### config.mk
export PLATFORM = sky130hd
export DESIGN_NAME = hovalaag_bus_master
export DESIGN_NICKNAME = d
export VERILOG_FILES = /design/src/rtl/hovalaag_bus_master.sv
export SDC_FILE = /design/constraint.sdc
export NUM_CORES = 1
export LEC_CHECK = 0
export ABC_AREA = 1
export BUFFER_PORTS_ARGS = -buffer_cell sky130_fd_sc_hd__buf_4
export CAP_MARGIN = 10
export CORE_MARGIN = 1
export CORE_UTILIZATION = 40
export DETAILED_ROUTE_END_ITERATION = 8
export GPL_TIMING_DRIVEN = 0
export MAX_ROUTING_LAYER = met4
export PLACE_DENSITY_LB_ADDON = 0.3
export SETUP_SLACK_MARGIN = 0.3
export SLEW_MARGIN = 10
export SYNTH_ARGS = -nofsm -noshare
export SYNTH_HDL_FRONTEND = slang
export SYNTH_SLANG_ARGS = --single-unit
### constraint.sdc
create_clock -name clk -period 2.8 [get_ports clk]
set_clock_uncertainty 0.15 [all_clocks]
set_input_delay 0.56 -clock clk [delete_from_list [all_inputs] [get_ports clk]]
set_output_delay 0.56 -clock clk [all_outputs]
set_load 0.05 [all_outputs]
### src/rtl/hovalaag_bus_master.sv
// Host-side initiator for the Hovalaag wrapper's one-hot slot bus: serialises one
// instruction step (operands, instruction, execute), then reads back status/PC/OUT.
module hovalaag_bus_master (
  input  logic        clk,
  input  logic        reset,
  input  logic        cmd_valid,
  output logic        cmd_ready,
  input  logic [31:0] cmd_instr,
  input  logic [11:0] cmd_in1,
  input  logic [11:0] cmd_in2,
  input  logic        cmd_keep_inputs,
  output logic [9:0]  bus_addr,
  output logic [5:0]  bus_data,
  input  logic [7:0]  bus_rdata,
  output logic        rsp_valid,
  input  logic        rsp_ready,
  output logic        rsp_in1_adv,
  output logic        rsp_in2_adv,
  output logic        rsp_out1_valid,
  output logic        rsp_out2_valid,
  output logic [7:0]  rsp_pc,
  output logic [11:0] rsp_out
);

  typedef enum logic [2:0] {S_IDLE, S_LOAD, S_EXEC, S_READ, S_CAPT, S_RESP} state_t;

  state_t      r_state, w_state_nxt;
  logic [3:0]  r_idx, w_idx_nxt, w_start_idx;
  logic [1:0]  r_rd, w_rd_nxt;
  logic        r_ready;
  logic [9:0]  r_addr, w_addr_nxt;
  logic [5:0]  r_data, w_data_nxt;
  logic [31:0] r_instr;
  logic [11:0] r_in1, r_in2, w_src_in1, w_src_in2;
  logic [3:0]  r_status;
  logic [7:0]  r_pc;
  logic [11:0] r_out;
  logic        r_rsp_valid;
  logic        w_fire;

  // LOAD walks idx 0..8: idx 0..3 are slots 6..9 (operands), idx 4..8 are slots 0..4.
  function automatic logic [9:0] load_slot(input logic [3:0] idx);
    logic [3:0] slot;
    slot = (idx < 4'd4) ? 4'(idx + 4'd6) : 4'(idx - 4'd4);
    return 10'(10'd1 << slot);
  endfunction

  function automatic logic [5:0] load_data(input logic [3:0] idx, input logic [31:0] instr,
                                           input logic [11:0] in1, input logic [11:0] in2);
    case (idx)
      4'd0:    return in1[5:0];
      4'd1:    return in1[11:6];
      4'd2:    return in2[5:0];
      4'd3:    return in2[11:6];
      4'd4:    return instr[5:0];
      4'd5:    return instr[11:6];
      4'd6:    return instr[17:12];
      4'd7:    return instr[23:18];
      default: return instr[29:24];
    endcase
  endfunction

  assign w_fire      = cmd_valid && r_ready;
  assign w_start_idx = cmd_keep_inputs ? 4'd4 : 4'd0;
  // The first LOAD word is launched in the handshake cycle, before the registers hold it.
  assign w_src_in1   = cmd_keep_inputs ? r_in1 : cmd_in1;
  assign w_src_in2   = cmd_keep_inputs ? r_in2 : cmd_in2;

  always_comb begin
    w_state_nxt = r_state;
    w_idx_nxt   = r_idx;
    w_rd_nxt    = r_rd;
    w_addr_nxt  = '0;
    w_data_nxt  = '0;
    case (r_state)
      S_IDLE: if (w_fire) begin
        w_state_nxt = S_LOAD;
        w_idx_nxt   = w_start_idx;
        w_addr_nxt  = load_slot(w_start_idx);
        w_data_nxt  = load_data(w_start_idx, cmd_instr, w_src_in1, w_src_in2);
      end
      S_LOAD: begin
        if (r_idx == 4'd8) begin
          w_state_nxt = S_EXEC;
          w_addr_nxt  = 10'h020;
          w_data_nxt  = {4'b0, r_instr[31:30]};
        end else begin
          w_idx_nxt   = 4'(r_idx + 4'd1);
          w_addr_nxt  = load_slot(w_idx_nxt);
          w_data_nxt  = load_data(w_idx_nxt, r_instr, r_in1, r_in2);
        end
      end
      S_EXEC: begin
        w_state_nxt = S_READ;
        w_rd_nxt    = 2'd0;
        w_addr_nxt  = 10'h040;
        w_data_nxt  = r_in1[5:0];
      end
      S_READ: begin
        // Read slots rewrite the shadowed operand values, so the wrapper inputs stay put.
        case (r_rd)
          2'd0: begin
            w_rd_nxt   = 2'd1;
            w_addr_nxt = 10'h080;
            w_data_nxt = r_in1[11:6];
          end
          2'd1: begin
            w_rd_nxt   = 2'd2;
            w_addr_nxt = 10'h100;
            w_data_nxt = r_in2[5:0];
          end
          default: w_state_nxt = S_CAPT;
        endcase
      end
      S_CAPT: w_state_nxt = S_RESP;
      S_RESP: if (rsp_ready) w_state_nxt = S_IDLE;
      default: w_state_nxt = S_IDLE;
    endcase
  end

  always_ff @(posedge clk) begin
    if (reset) begin
      r_state     <= S_IDLE;
      r_idx       <= '0;
      r_rd        <= '0;
      r_ready     <= 1'b0;
      r_addr      <= '0;
      r_data      <= '0;
      r_instr     <= '0;
      r_in1       <= '0;
      r_in2       <= '0;
      r_status    <= '0;
      r_pc        <= '0;
      r_out       <= '0;
      r_rsp_valid <= 1'b0;
    end else begin
      r_state <= w_state_nxt;
      r_idx   <= w_idx_nxt;
      r_rd    <= w_rd_nxt;
      r_ready <= (w_state_nxt == S_IDLE);
      r_addr  <= w_addr_nxt;
      r_data  <= w_data_nxt;
      if (w_fire) begin
        r_instr <= cmd_instr;
        if (!cmd_keep_inputs) begin
          r_in1 <= cmd_in1;
          r_in2 <= cmd_in2;
        end
      end
      if (r_state == S_READ) begin
        case (r_rd)
          2'd0:    r_status   <= bus_rdata[3:0];
          2'd1:    r_pc       <= bus_rdata;
          default: r_out[7:0] <= bus_rdata;
        endcase
      end
      if (r_state == S_CAPT) begin
        r_out[11:8] <= bus_rdata[3:0];
        r_rsp_valid <= 1'b1;
      end
      if (r_state == S_RESP && rsp_ready) r_rsp_valid <= 1'b0;
    end
  end

  assign cmd_ready      = r_ready;
  assign bus_addr       = r_addr;
  assign bus_data       = r_data;
  assign rsp_valid      = r_rsp_valid;
  assign rsp_in1_adv    = r_status[0];
  assign rsp_in2_adv    = r_status[1];
  assign rsp_out1_valid = r_status[2];
  assign rsp_out2_valid = r_status[3];
  assign rsp_pc         = r_pc;
  assign rsp_out        = r_out;

endmodule
==> run summary <==
The number of global-route vias before repair was 4715; the number of clock sinks seen by CTS was 107. The synthesized cell area was 4890 sq um. The count of placed standard cells including taps is 924, and the via density per instance is 5.13. The run gives 0 as the global route total overflow. The static power due to leakage is 2.75 nW. The detailed router finished its first iteration with 276 violations.

In this run the tightest slew margin relative to its limit is 57.8%. At the worst endpoint, the required time is 2940 ps. Traced cell by cell, the critical path runs through buf_6 -> nand3_2 -> nand2_2 -> nand2_4 -> buf_6 -> ha_4 -> nand2_4 -> nand2_1 -> nor3_4 -> nand2_2 -> clkinv_4 -> nand2_4 -> nand3_1 -> nand2_2 -> a21oi_2.

TritonCTS built the clock tree. Global placement routability congestion: 0.889. The worst hold path belongs to the class in -> reg. Sequential cell fraction of total power: 46.3%.

Minimum hold slack: 233 ps. The floorplan has 40 rows. The die span in y is 113 microns. The critical setup path kind was reg -> reg.

Once layout is complete, the cells apart from fillers number 942. The number of nets in the synthesized netlist is 746. The run finished with clean final reports. The flip-flop cell with the highest count after synthesis is sky130_fd_sc_hd__dfxtp_1.

Cells fill 52.8% of the core in the end. The logs give 2350 sq um for the area taken by multi-input logic gates and 12000 sq um for the core area. After the last flow step, the layout net total stands at 868.

The count of buffers added on input and output ports is 109. The largest single stage delay on the critical path is 380 ps. The run gives 0.424 GHz as the maximum operating frequency. The worst hold path terminates at rsp_valid. In this run, synthesis inferred 0 flip-flops with an integrated enable.

For the worst supply voltage drop on vdd, the log shows 325 uV. The repair_antennas step left the layout with diodes totalling 0. The average detailed-routed wire length per instance was 16.0 microns; the remaining design rule violation count was 0. The maximum fanout along the worst path is 11, and the number of search-and-repair iterations in the first detailed-routing pass is 4. The maximum number of pins on one net before global-route repair is 21. The area enclosed by the die boundary was 12700 sq um; the boundary pin count was 111. The tools report the startpoint type of the worst setup path as a flop. The first global-routing pass estimated 23600 microns of wire. Sequential elements use 43.8% of the synthesized area. Startpoint of the most critical register-to-register path: r_idx[0].

The run gives 2150 sq um as the total area of sequential cells. Clock-pin slew was measured on the worst setup and hold paths at 80 ps. In this run the most critical hold path is launched from rsp_ready.

Power density over the cells: 553 nW/um^2. The insertion delay to the later sink of the worst-skew pair is 360 ps, and the minimum clock period after layout is 2360 ps. Summed over all instances, the cell type with the most area after synthesis is sky130_fd_sc_hd__dfxtp_1. The detailed placer's ending HPWL is 11700 microns, and the fraction of layout cells with a size suffix above 1 is 23.8%. The via count came out at 4832.

The unique cell type count in the Yosys netlist is 40. The initial antenna violation count is 0. The total global-route track usage was 25.3%.

Sorting the synthesized cells by area gives the leading types as sky130_fd_sc_hd__dfxtp_1 (44%), sky130_fd_sc_hd__o21ai_0 (8.8%), sky130_fd_sc_hd__nor2_1 (8.7%), sky130_fd_sc_hd__a21oi_1 (6.0%), sky130_fd_sc_hd__inv_1 (5.9%). Summed over all failing endpoints, the final setup total negative slack is 0 ps. The cell count after synthesis was 668; the area growth from synthesis to layout was 29.1%.

The fraction of power spent switching nets is 29.9%, and the count of buffering cells on the critical path with inverters included is 3. The tools report the number of fill cells in the layout as 1179. For this design, the CTS-stage hold fixing added 0 buffers.

The total internal power is 0.00245 W, and the maximum buffer depth of the clock tree is 2. In this run, the combinational gates consume 17.9% of the power. The H-tree generated during clock tree synthesis spans 3 levels. The die is 113 microns wide. The family with the most delay on the worst path was simple AND/OR/NAND/NOR gates. Once detail routing completed, the nets flagged for antenna violations numbered 0.

The clock buffer count from CTS is 9. Cell at the root of the clock tree: sky130_fd_sc_hd__clkbuf_16. The share of synthesized area in the top cell type comes to 43.8%.

The tools report the relative contribution of the clock network to total power as 35.8%. The average instance in the mapped netlist occupies 7.33 sq um. The number of maximum-capacitance violations is 0.

Total count of max-transition violations in the final report: 0. The number of cells on the worst reg-to-reg path is 15. Synthesis inferred 107 register bits.

In this run the number of cells on the critical path is 15. For this configuration, the core starts out at a cell density of 40.9%. The slowest library cell on the worst path is sky130_fd_sc_hd__dfxtp_4. The analysis attributes to net switching a power of 0.00104 W. For this block, the routed nets add up to 15100 microns of wire. Setup repair after global routing could not meet its margin everywhere. The fraction of the cycle the final worst path needs was 84.2%; the overall power of the completed layout was 0.00350 W. Yosys printed 0 warnings. The final count of hold timing violations was 0.

The worst setup path is captured at a flop. For flop-to-flop paths, the worst setup slack is 440 ps. The worst-margin pin slew works out to 632 ps. Setup violations remaining at the end of the flow were counted as 0.

The cell depth of the worst hold path came out at 2. STA puts the critical path data arrival time at 2500 ps. The async set-or-reset flop fraction in the synthesized netlist works out to 0%. The endpoint identified for the worst register-to-register timing path is bus_data[5].
synthesized netlist by cell type, drive strengths merged (2+ instances only):
| library cell | n |
|---|---|
| a21oi | 65 |
| a22oi | 2 |
| buf | 12 |
| clkbuf | 19 |
| clkinv | 8 |
| dfxtp | 107 |
| ha | 9 |
| inv | 83 |
| nand2 | 80 |
| nand3 | 31 |
| nand4 | 14 |
| nor2 | 118 |
| nor3 | 6 |
| o211ai | 3 |
| o21ai | 87 |
| o22ai | 13 |
| xnor2 | 2 |
| xor2 | 2 |
metrics by stage:
| stage | setup WS [ps] | area (sq um) |
|---|---|---|
| detailed placement | 56.8 | 5900 |
| finish | 442 | 6320 |
| global route | 259 | 6320 |
| global placement | 97.5 | 5900 |
| floorplan | 473 | 4890 |
| CTS | 308 | 6230 |
cells in the final DEF, fill, tap and decap left out, types with 6 or more instances in the layout:
| master | synthesis | layout |
|---|---|---|
| sky130_fd_sc_hd__clkbuf_1 | 19 | 19 |
| sky130_fd_sc_hd__nand3_1 | 23 | 22 |
| sky130_fd_sc_hd__dfxtp_1 | 107 | 105 |
| sky130_fd_sc_hd__inv_1 | 77 | 77 |
| sky130_fd_sc_hd__nand2_4 | 2 | 6 |
| sky130_fd_sc_hd__buf_4 | 3 | 112 |
| sky130_fd_sc_hd__o21ai_0 | 86 | 86 |
| sky130_fd_sc_hd__inv_2 | 5 | 6 |
| sky130_fd_sc_hd__nand4_1 | 14 | 14 |
| sky130_fd_sc_hd__nand2_1 | 75 | 70 |
| sky130_fd_sc_hd__ha_1 | 9 | 6 |
| sky130_fd_sc_hd__clkinv_1 | 8 | 7 |
| sky130_fd_sc_hd__nand3_2 | 8 | 9 |
| sky130_fd_sc_hd__o22ai_1 | 13 | 13 |
| sky130_fd_sc_hd__a21oi_2 | 6 | 6 |
| sky130_fd_sc_hd__nor2_1 | 113 | 113 |
| sky130_fd_sc_hd__a21oi_1 | 59 | 59 |
| sky130_fd_sc_hd__clkbuf_16 | 0 | 9 |
registers in the layout (all words and copies together) (netlist names):
signal and cells:
bus_data 6, rsp_valid 1, r_status 4, r_in1 12
r_state 3, rsp_pc 8, rsp_out 12, r_rd 2
r_in2 12, r_instr 32, bus_addr 10, cmd_ready 1
r_idx 4
final cells by class:
cell class	instances	area share, %
inverters	91	5.49
clock buffers	9	3.56
clock inverters	7	1.11
plain buffers	31	2.57
repair buffers	111	13.2
flip-flops and latches	107	34.0
well taps	147	2.91
multi-input cells	439	37.2
layer usage:
metal	GRT usage, %	vias to the layer above	routed length (microns)
li1	-	2410	-
met5	-	-	0
met2	41.2	156	7240
met1	31.1	2244	6610
met4	9.60	0	332
met3	4.81	22	907
power by group through the flow:
stage                     clock, W  combinational [W]  sequential [W]
after floorplan                  0           0.000348         0.00168
after global placement           0           0.000574         0.00165
after detailed placement         0           0.000586         0.00166
after CTS                  0.00128           0.000599         0.00162
after global routing       0.00134           0.000685         0.00163
final                      0.00125           0.000624         0.00162
worst max path at each step:
stage | startpoint | end
after floorplan | r_idx[0] | bus_data[1]
after global placement | r_idx[0] | bus_data[5]
after detailed placement | r_idx[0] | bus_data[5]
after CTS | r_idx[0] | bus_data[5]
after global routing | r_idx[0] | bus_data[0]
final | r_idx[0] | bus_data[5]
logic make-up (layout without fill, tap and decap cells):
| kind of cell | Yosys count | after routing | share of synthesized area (%) |
|---|---|---|---|
| compound gates | 175 | 175 | 19.5 |
| xor+xnor | 4 | 4 | 1.02 |
| flops | 107 | 107 | 43.8 |
| buf+inv | 122 | 249 | 10.1 |
| fa+ha+maj | 9 | 9 | 2.30 |
| simple gates | 251 | 251 | 23.3 |
what timing repair did:
action,CTS,global route
pin swaps,0,1
buffers inserted,0,2
gates resized for setup,11,18
endpoints found under the setup margin,8,11
gates cloned,0,0
Note: power is estimated with default switching activity, not from simulation.
